--- src/rtl/mem_wb_stage.sv ---
// Writeback stage of the CK_riscv 5-stage core: retires MEM-stage instructions,
// waits for load responses, aligns/extends load data and drives the register-file write port.
module mem_wb_stage #(
    parameter int unsigned LOAD_TIMEOUT = 16,
    parameter int unsigned CNT_W        = 32
) (
    input  logic             clk,
    input  logic             rst_n,
    input  logic             mem_valid_i,
    output logic             mem_ready_o,
    input  logic             mem_rd_wen_i,
    input  logic [4:0]       mem_rd_addr_i,
    input  logic [1:0]       mem_wb_sel_i,
    input  logic [31:0]      mem_alu_result_i,
    input  logic [31:0]      mem_pc_plus4_i,
    input  logic [2:0]       mem_funct3_i,
    input  logic [1:0]       mem_addr_lo_i,
    input  logic             dmem_rvalid_i,
    input  logic [31:0]      dmem_rdata_i,
    output logic             wr_reg_en,
    output logic [4:0]       wr_reg_addr,
    output logic [31:0]      wr_wdata,
    output logic             load_err_o,
    output logic [CNT_W-1:0] retire_cnt_o
);

    localparam int unsigned     TO_W    = (LOAD_TIMEOUT > 2) ? $clog2(LOAD_TIMEOUT) : 1;
    localparam logic [TO_W-1:0] TO_LAST = TO_W'(LOAD_TIMEOUT - 1);

    typedef enum logic [0:0] {
        IDLE      = 1'b0,
        WAIT_LOAD = 1'b1
    } state_e;

    state_e state_q, state_d;

    logic            ld_wen_q, ld_wen_d;
    logic [4:0]      ld_rd_q, ld_rd_d;
    logic [2:0]      ld_funct3_q, ld_funct3_d;
    logic [1:0]      ld_off_q, ld_off_d;
    logic [TO_W-1:0] to_cnt_q, to_cnt_d;

    logic             wr_en_q, wr_en_d;
    logic [4:0]       wr_addr_q, wr_addr_d;
    logic [31:0]      wr_data_q, wr_data_d;
    logic             err_q, err_d;
    logic [CNT_W-1:0] retire_q, retire_d;

    logic [31:0] load_data;

    function automatic logic [31:0] load_extract(
        input logic [2:0]  funct3,
        input logic [1:0]  off,
        input logic [31:0] rdata
    );
        logic [7:0]  b;
        logic [15:0] h;
        logic [31:0] res;
        case (off)
            2'd0:    b = rdata[7:0];
            2'd1:    b = rdata[15:8];
            2'd2:    b = rdata[23:16];
            default: b = rdata[31:24];
        endcase
        // Halfword lane picked by off[1] only; misaligned off[0] is ignored.
        h = off[1] ? rdata[31:16] : rdata[15:0];
        case (funct3)
            3'b000:  res = {{24{b[7]}}, b};
            3'b001:  res = {{16{h[15]}}, h};
            3'b010:  res = rdata;
            3'b100:  res = {24'h0, b};
            3'b101:  res = {16'h0, h};
            default: res = rdata;
        endcase
        return res;
    endfunction

    assign load_data   = load_extract(ld_funct3_q, ld_off_q, dmem_rdata_i);
    assign mem_ready_o = (state_q == IDLE);

    always_comb begin
        state_d     = state_q;
        ld_wen_d    = ld_wen_q;
        ld_rd_d     = ld_rd_q;
        ld_funct3_d = ld_funct3_q;
        ld_off_d    = ld_off_q;
        to_cnt_d    = to_cnt_q;
        wr_en_d     = 1'b0;
        wr_addr_d   = wr_addr_q;
        wr_data_d   = wr_data_q;
        err_d       = 1'b0;
        retire_d    = retire_q;

        case (state_q)
            IDLE: begin
                if (mem_valid_i) begin
                    if (mem_wb_sel_i == 2'd1) begin
                        ld_wen_d    = mem_rd_wen_i;
                        ld_rd_d     = mem_rd_addr_i;
                        ld_funct3_d = mem_funct3_i;
                        ld_off_d    = mem_addr_lo_i;
                        to_cnt_d    = '0;
                        state_d     = WAIT_LOAD;
                    end else begin
                        wr_en_d   = mem_rd_wen_i & (mem_rd_addr_i != 5'd0);
                        wr_addr_d = mem_rd_addr_i;
                        wr_data_d = (mem_wb_sel_i == 2'd2) ? mem_pc_plus4_i : mem_alu_result_i;
                        retire_d  = retire_q + CNT_W'(1);
                    end
                end
            end
            WAIT_LOAD: begin
                // A response on the expiry cycle still completes normally.
                if (dmem_rvalid_i) begin
                    wr_en_d   = ld_wen_q & (ld_rd_q != 5'd0);
                    wr_addr_d = ld_rd_q;
                    wr_data_d = load_data;
                    retire_d  = retire_q + CNT_W'(1);
                    state_d   = IDLE;
                end else if (to_cnt_q == TO_LAST) begin
                    err_d   = 1'b1;
                    state_d = IDLE;
                end else begin
                    to_cnt_d = to_cnt_q + TO_W'(1);
                end
            end
            default: state_d = IDLE;
        endcase
    end

    always_ff @(posedge clk or negedge rst_n) begin
        if (!rst_n) begin
            state_q     <= IDLE;
            ld_wen_q    <= 1'b0;
            ld_rd_q     <= '0;
            ld_funct3_q <= '0;
            ld_off_q    <= '0;
            to_cnt_q    <= '0;
            wr_en_q     <= 1'b0;
            wr_addr_q   <= '0;
            wr_data_q   <= '0;
            err_q       <= 1'b0;
            retire_q    <= '0;
        end else begin
            state_q     <= state_d;
            ld_wen_q    <= ld_wen_d;
            ld_rd_q     <= ld_rd_d;
            ld_funct3_q <= ld_funct3_d;
            ld_off_q    <= ld_off_d;
            to_cnt_q    <= to_cnt_d;
            wr_en_q     <= wr_en_d;
            wr_addr_q   <= wr_addr_d;
            wr_data_q   <= wr_data_d;
            err_q       <= err_d;
            retire_q    <= retire_d;
        end
    end

    assign wr_reg_en    = wr_en_q;
    assign wr_reg_addr  = wr_addr_q;
    assign wr_wdata     = wr_data_q;
    assign load_err_o   = err_q;
    assign retire_cnt_o = retire_q;

endmodule

--- config.mk ---
export PLATFORM = sky130hd
export DESIGN_NAME = mem_wb_stage
export DESIGN_NICKNAME = d
export VERILOG_FILES = /design/src/rtl/mem_wb_stage.sv
export SDC_FILE = /design/constraint.sdc
export NUM_CORES = 1
export LEC_CHECK = 0
export BUFFER_PORTS_ARGS = -buffer_cell sky130_fd_sc_hd__buf_2
export CAP_MARGIN = 15
export CORE_MARGIN = 5
export CORE_UTILIZATION = 49
export DETAILED_ROUTE_END_ITERATION = 16
export GPL_TIMING_DRIVEN = 0
export HOLD_SLACK_MARGIN = 0.02
export PLACE_DENSITY = 0.8
export RECOVER_POWER = 100
export SLEW_MARGIN = 20
export SYNTH_ARGS = -nofsm -noshare
export SYNTH_HDL_FRONTEND = slang
export SYNTH_SLANG_ARGS = --single-unit
--- constraint.sdc ---
create_clock -name clk -period 2.2 [get_ports clk]
set_input_delay 0.11 -clock clk [delete_from_list [all_inputs] [get_ports clk]]
set_output_delay 0.11 -clock clk [all_outputs]
set_load 0.02 [all_outputs]
======== Word level (Yosys, flattened, before mapping) ========
Index checks and enable logic that the tools add are counted.
operators by class
  $add $sub $neg .......................... 2
  equality and inequality tests ........... 14
  mux-type cells .......................... 33
  bitwise operators ....................... 3
  reductions and logical operators ........ 7
operator list
  operator                 number
  $mux W32                 7
  $pmux W32 S2             2
  $pmux W32 S4             1
  $add A32 B1 Y32 const B  1
  $pmux W8 S3              1
  $mux W16                 1
  $mux W4                  4
  $mux W5                  3
  $mux W1                  10
  $ne A2 B2 Y1 const B     5
  $pmux W5 S2              1
  $reduce_bool A5 Y1       2
  $pmux W4 S2              1
  $eq A3 B3 Y1 const B     2
  $reduce_and A3 Y1        2
  $add A4 B1 Y4 const B    1
  $eq A2 B1 Y1 const B     2
  $eq A2 B2 Y1 const B     2
  $eq A4 B4 Y1 const B     1
  $pmux W1 S2              2
  $reduce_and A4 Y1        1
  $eq A3 B1 Y1 const B     1
  $logic_not A3 Y1         1
  $and A1 B1 Y1            2
  3 further kinds          3
word-level totals
  bits in registers ....................... 87
  bits of input ports ..................... 113
  output and inout port bits .............. 72
  logic and storage cells ................. 70

======== Depth between registers and ports, before layout ========
  depth after elaboration ................. 5
  gate-level depth with buffers ........... 7
  gate-level depth less buffers ........... 5

======== Worst setup path after synthesis ========
Ideal clock, no wire load.
  path type ............................... reg-to-reg
  start ................................... register ld_off_q[1]
  end ..................................... register wr_data_q[22] (netlist: wr_wdata[22])
  library setup time ...................... 144 ps
  arrival time ............................ 1,789 ps
  data required time ...................... 2,056 ps
  slack ................................... 267 ps
  stages on the path, launching flop included .. 8
  path buffers ............................ 2
  clock period less this slack ............ 1,933 ps
  cells stage by stage .................... dfrtp_1 -> mux4_2 -> o311ai_1 -> or2_1 -> buf_4 -> nor3b_4 -> buf_6 -> a221oi_2
between the ends
  longest elaborated chain between the ends .. 5
  elaborated cells on any way between the ends .. 8
  those cells by class .................... eq/ne: 2; mux: 5; reduce/logical: 1
RTL lines
  element                               RTL line  source
  start: declaration                    40        logic [1:0] ld_off_q, ld_off_d;
  start signal: assignment              149       ld_off_q <= ld_off_d;
  $eq A2 B2 Y1 (tied with other cells)  59        case (off)
  $pmux W8 S3                           59
  $pmux W32 S4 *                        67        case (funct3)
  $mux W32 *                            114       if (dmem_rvalid_i) begin
  $pmux W32 S2 *                        94        case (state_q)
  end signal: assignment                153       wr_data_q <= wr_data_d;
  end: declaration                      45        logic [31:0] wr_data_q, wr_data_d;
Every way passes the cells marked *; elsewhere a longest branch is shown, timed or not. The select of a mux whose other input is x is not followed.
A chain may end at the register's enable or synchronous reset.

======== Worst setup path after layout ========
  start ................................... register state_q
  end ..................................... register wr_en_q (netlist: wr_reg_en)
between the ends
  longest elaborated chain between the ends .. 2
RTL lines
  element                      RTL line  source
  start: declaration           35        state_e state_q, state_d;
  start signal: assignment     145       state_q <= state_d;
  $not A1 Y1 (no source line)  -
  $pmux W1 S2 *                94
  named net wr_en_d            43        logic wr_en_q, wr_en_d;
  end signal: assignment       151       wr_en_q <= wr_en_d;
  end: declaration             43
The timed path passes the listed nets; every way through them passes the cells marked *.

==> out/qor.txt <==
Post-DP Area: 5760 um^2
H-Tree Depth: 3
# diodes: 0
CP Buf/Inv Count: 1
# setup viols final: 0
setup repair after global routing missed its margin: false
highest clock rate: 0.479 GHz
most common cell after layout, fill and taps aside: buf_2
Syn Nets: 569
Cells after Synth: 454
die width: 107 um
worst skew pair latency: 0.36 ns
CP Max Fanout: 10
Post-synth EDFFs: 0
CTS max path bufs: 2
Hold/Removal Path Class: input pin to flop
min-delay src: dmem_rdata_i[19]
Final Cell Area: 6040 um^2
initial antenna violation count: 0
Hold Crit Depth: 3
Slew Limit Fails: 28
Num CTS Buffers: 9
Worst-path clk slew: 0.10 ns
number of antenna-violating nets in the routed design: 0
setup ws final: 0.114 ns
first-pass GRT wire length: 22100 um
max_cap viols: 1
Startpoint Class: flop
die height: 107 um
core area: 9240 um^2
IO Pins: 185
part of the Yosys area used for sequential elements: 46.8%
slowest CP cell: nor2_1
Leak: 2.66 nW
root buffer cell: clkbuf_8
Worst Tran Pin Value: 1.68 ns
Iter 0 DRT Violations: 260
R2R depth: 5
hold slack: 0.0248 ns
worst-case clock skew: 0.0190 ns
crit path cell chain: nand2b_1 -> nor2_1 -> buf_2 -> o211ai_1 -> nand2_1
post-synthesis async set-or-reset flop share: 100%
reg2reg start: state_q$_DFF_PN0_
RD Place Congestion: 0.906
Top delay family on crit path: simple AND/OR/NAND/NOR gates
grt ovf: 0
area of the multi-input gates: 2330 um^2
Period minus WS final: 2.09 ns
standard-cell rows: 35
setup_tns: 0 ns
CP max stage delay: 0.59 ns
Distinct cells, synth: 45
vias in the first global route: 4473
Critical Path Sink Type: flop
reg-to-reg slack, setup: 0.11 ns
Reg area: 2180 um^2
Pwr Density: 806 nW/um^2
Nets: 778
Layout Utilization: 65.3%
CTS sink count: 87
Tot GR Track Use: 24.4%
YS warnings: 0
area delta synth->final: 29.9%
Slew headroom: -12.1%
fraction of layout cells with a size suffix above 1: 25.6%
final hold violation count: 0
RR Endpoint: wr_reg_en$_DFF_PN0_
WS Path Type: flop to flop
CP Data Arrival Time: 2.39 ns
Yosys reg bits: 87
vias post-DR: 4418
Worst Hold End: wr_wdata[19]$_DFFE_PN0P_
Worst IR Drop VDD: 0.000406 V
failing checks: capacitance limit, slew limit
Die Area: 11500 um^2
CTS tree: yes
DRC Markers: 0
HPWL after DPL: 11200 um
post-DR wirelength/cell: 17.9 um
Top FF cell, synth: dfrtp_1
Port Buf Inserts: 184
period utilisation layout: 94.8%
commonest non-fill, non-tap cells in the layout: buf_2 (114), dfrtp_1 (87), clkbuf_1 (86)
Post-Route WL: 14200 um
DP Worst Slack: -0.306 ns
post-DR vias/cell: 5.54
status: finished, violations left
Avg Synthesized Cell Area: 10.2 um^2
largest net degree at the start of global routing: 61
number of fill cells in the layout: 810
Worst EP required: 2.50 ns
Mapped Area: 4650 um^2
Initial Util: 50.3%
TritonRoute pass-1 iters: 5
[where the power goes]
| part | internal [mW] | switching (mW) |
|---|---|---|
| combinational | 0.587 | 0.966 |
| sequential | 1.88 | 0.237 |
| clock | 0.574 | 0.621 |
[cell type report]
cell class / count / area share [%]
buffer: 27 / 2.13
clock buffer: 10 / 2.28
clock inverter: 6 / 1.26
inverter: 4 / 0.269
multi-input combinational: 334 / 38.7
sequential: 87 / 36.1
tap: 129 / 2.67
timing repair buffer: 200 / 16.7
[worst max path at each step]
stage,startpoint,endpoint,slack [ns],cells past startpoint
3_3_place_gp,state_q$_DFF_PN0_,wr_wdata[13]$_DFFE_PN0P_,-0.27,7
4_1_cts,state_q$_DFF_PN0_,ld_rd_q[2]$_DFFE_PN0P_,0.01,5
6_report,state_q$_DFF_PN0_,wr_reg_en$_DFF_PN0_,0.11,5
2_1_floorplan,ld_off_q[1]$_DFFE_PN0P_,wr_wdata[22]$_DFFE_PN0P_,0.27,7
5_1_grt,state_q$_DFF_PN0_,wr_wdata[4]$_DFFE_PN0P_,0.01,6
3_5_place_dp,state_q$_DFF_PN0_,wr_wdata[13]$_DFFE_PN0P_,-0.31,7
[worst register-to-register path, cell delays in order, from the launching register on]
cell	delay, ns
dfrtp_1	0.50
nand2b_1	0.27
nor2_1	0.59
buf_2	0.44
o211ai_1	0.14
nand2_1	0.08
[repair_timing]
item / 4_1_cts / 5_1_grt
setup endpoints to repair: 37 / 50
buffers inserted: 1 / 0
hold buffers: 14 / 0
endpoints found under the hold margin: 41 / 0
gates resized for setup: 7 / 11
[metrics by stage]
step / instances / total power, mW
final: 797 / 4.87
after CTS: 799 / 4.93
after global routing: 797 / 5.11
after global placement: 767 / 3.66
after floorplan: 454 / 3.10
after detailed placement: 768 / 3.73
[kinds of logic (layout without fill, tap and decap cells)]
| kind of cell | Yosys count | after routing | synth area share [%] |
|---|---|---|---|
| AO/OA/AOI/OAI | 105 | 105 | 16.0 |
| adder cells (fa/ha/maj) | 2 | 2 | 0.538 |
| flip-flops | 87 | 87 | 46.8 |
| AND/OR/NAND/NOR | 140 | 140 | 15.0 |
| XOR/XNOR | 31 | 31 | 5.84 |
| buffers and inverters | 33 | 247 | 3.04 |
| multiplexers | 56 | 56 | 12.7 |
[metal layers]
layer / vias up / routed length, um / track usage, %
met3: 30 / 1030 / 4.68
met2: 193 / 7010 / 41.2
met5: - / 0 / 0
met4: 0 / 342 / 9.20
li1: 2076 / - / -
met1: 2119 / 5850 / 31.2
[sequential cells by signal, summed over array words and instances (netlist names), 2 cells and up]
signal / cells
wr_wdata: 32
retire_cnt_o: 32
wr_reg_addr: 5
ld_off_q: 2
ld_rd_q: 5
ld_funct3_q: 3
to_cnt_q: 4
[synthesized netlist by cell type (12+ instances only)]
cell	number	area [um^2]
a21oi_1	17	85.1
a31oi_1	14	87.6
clkbuf_1	19	71.3
dfrtp_1	87	2180
mux2_2	13	146
mux2i_1	42	420
nand2_1	43	161
nand2b_1	12	75.1
nand3_1	14	70.1
nand4_1	12	75.1
nor2_1	32	120
o21ai_0	35	175
xnor2_1	28	245
Note: power is estimated with default switching activity, not from simulation.
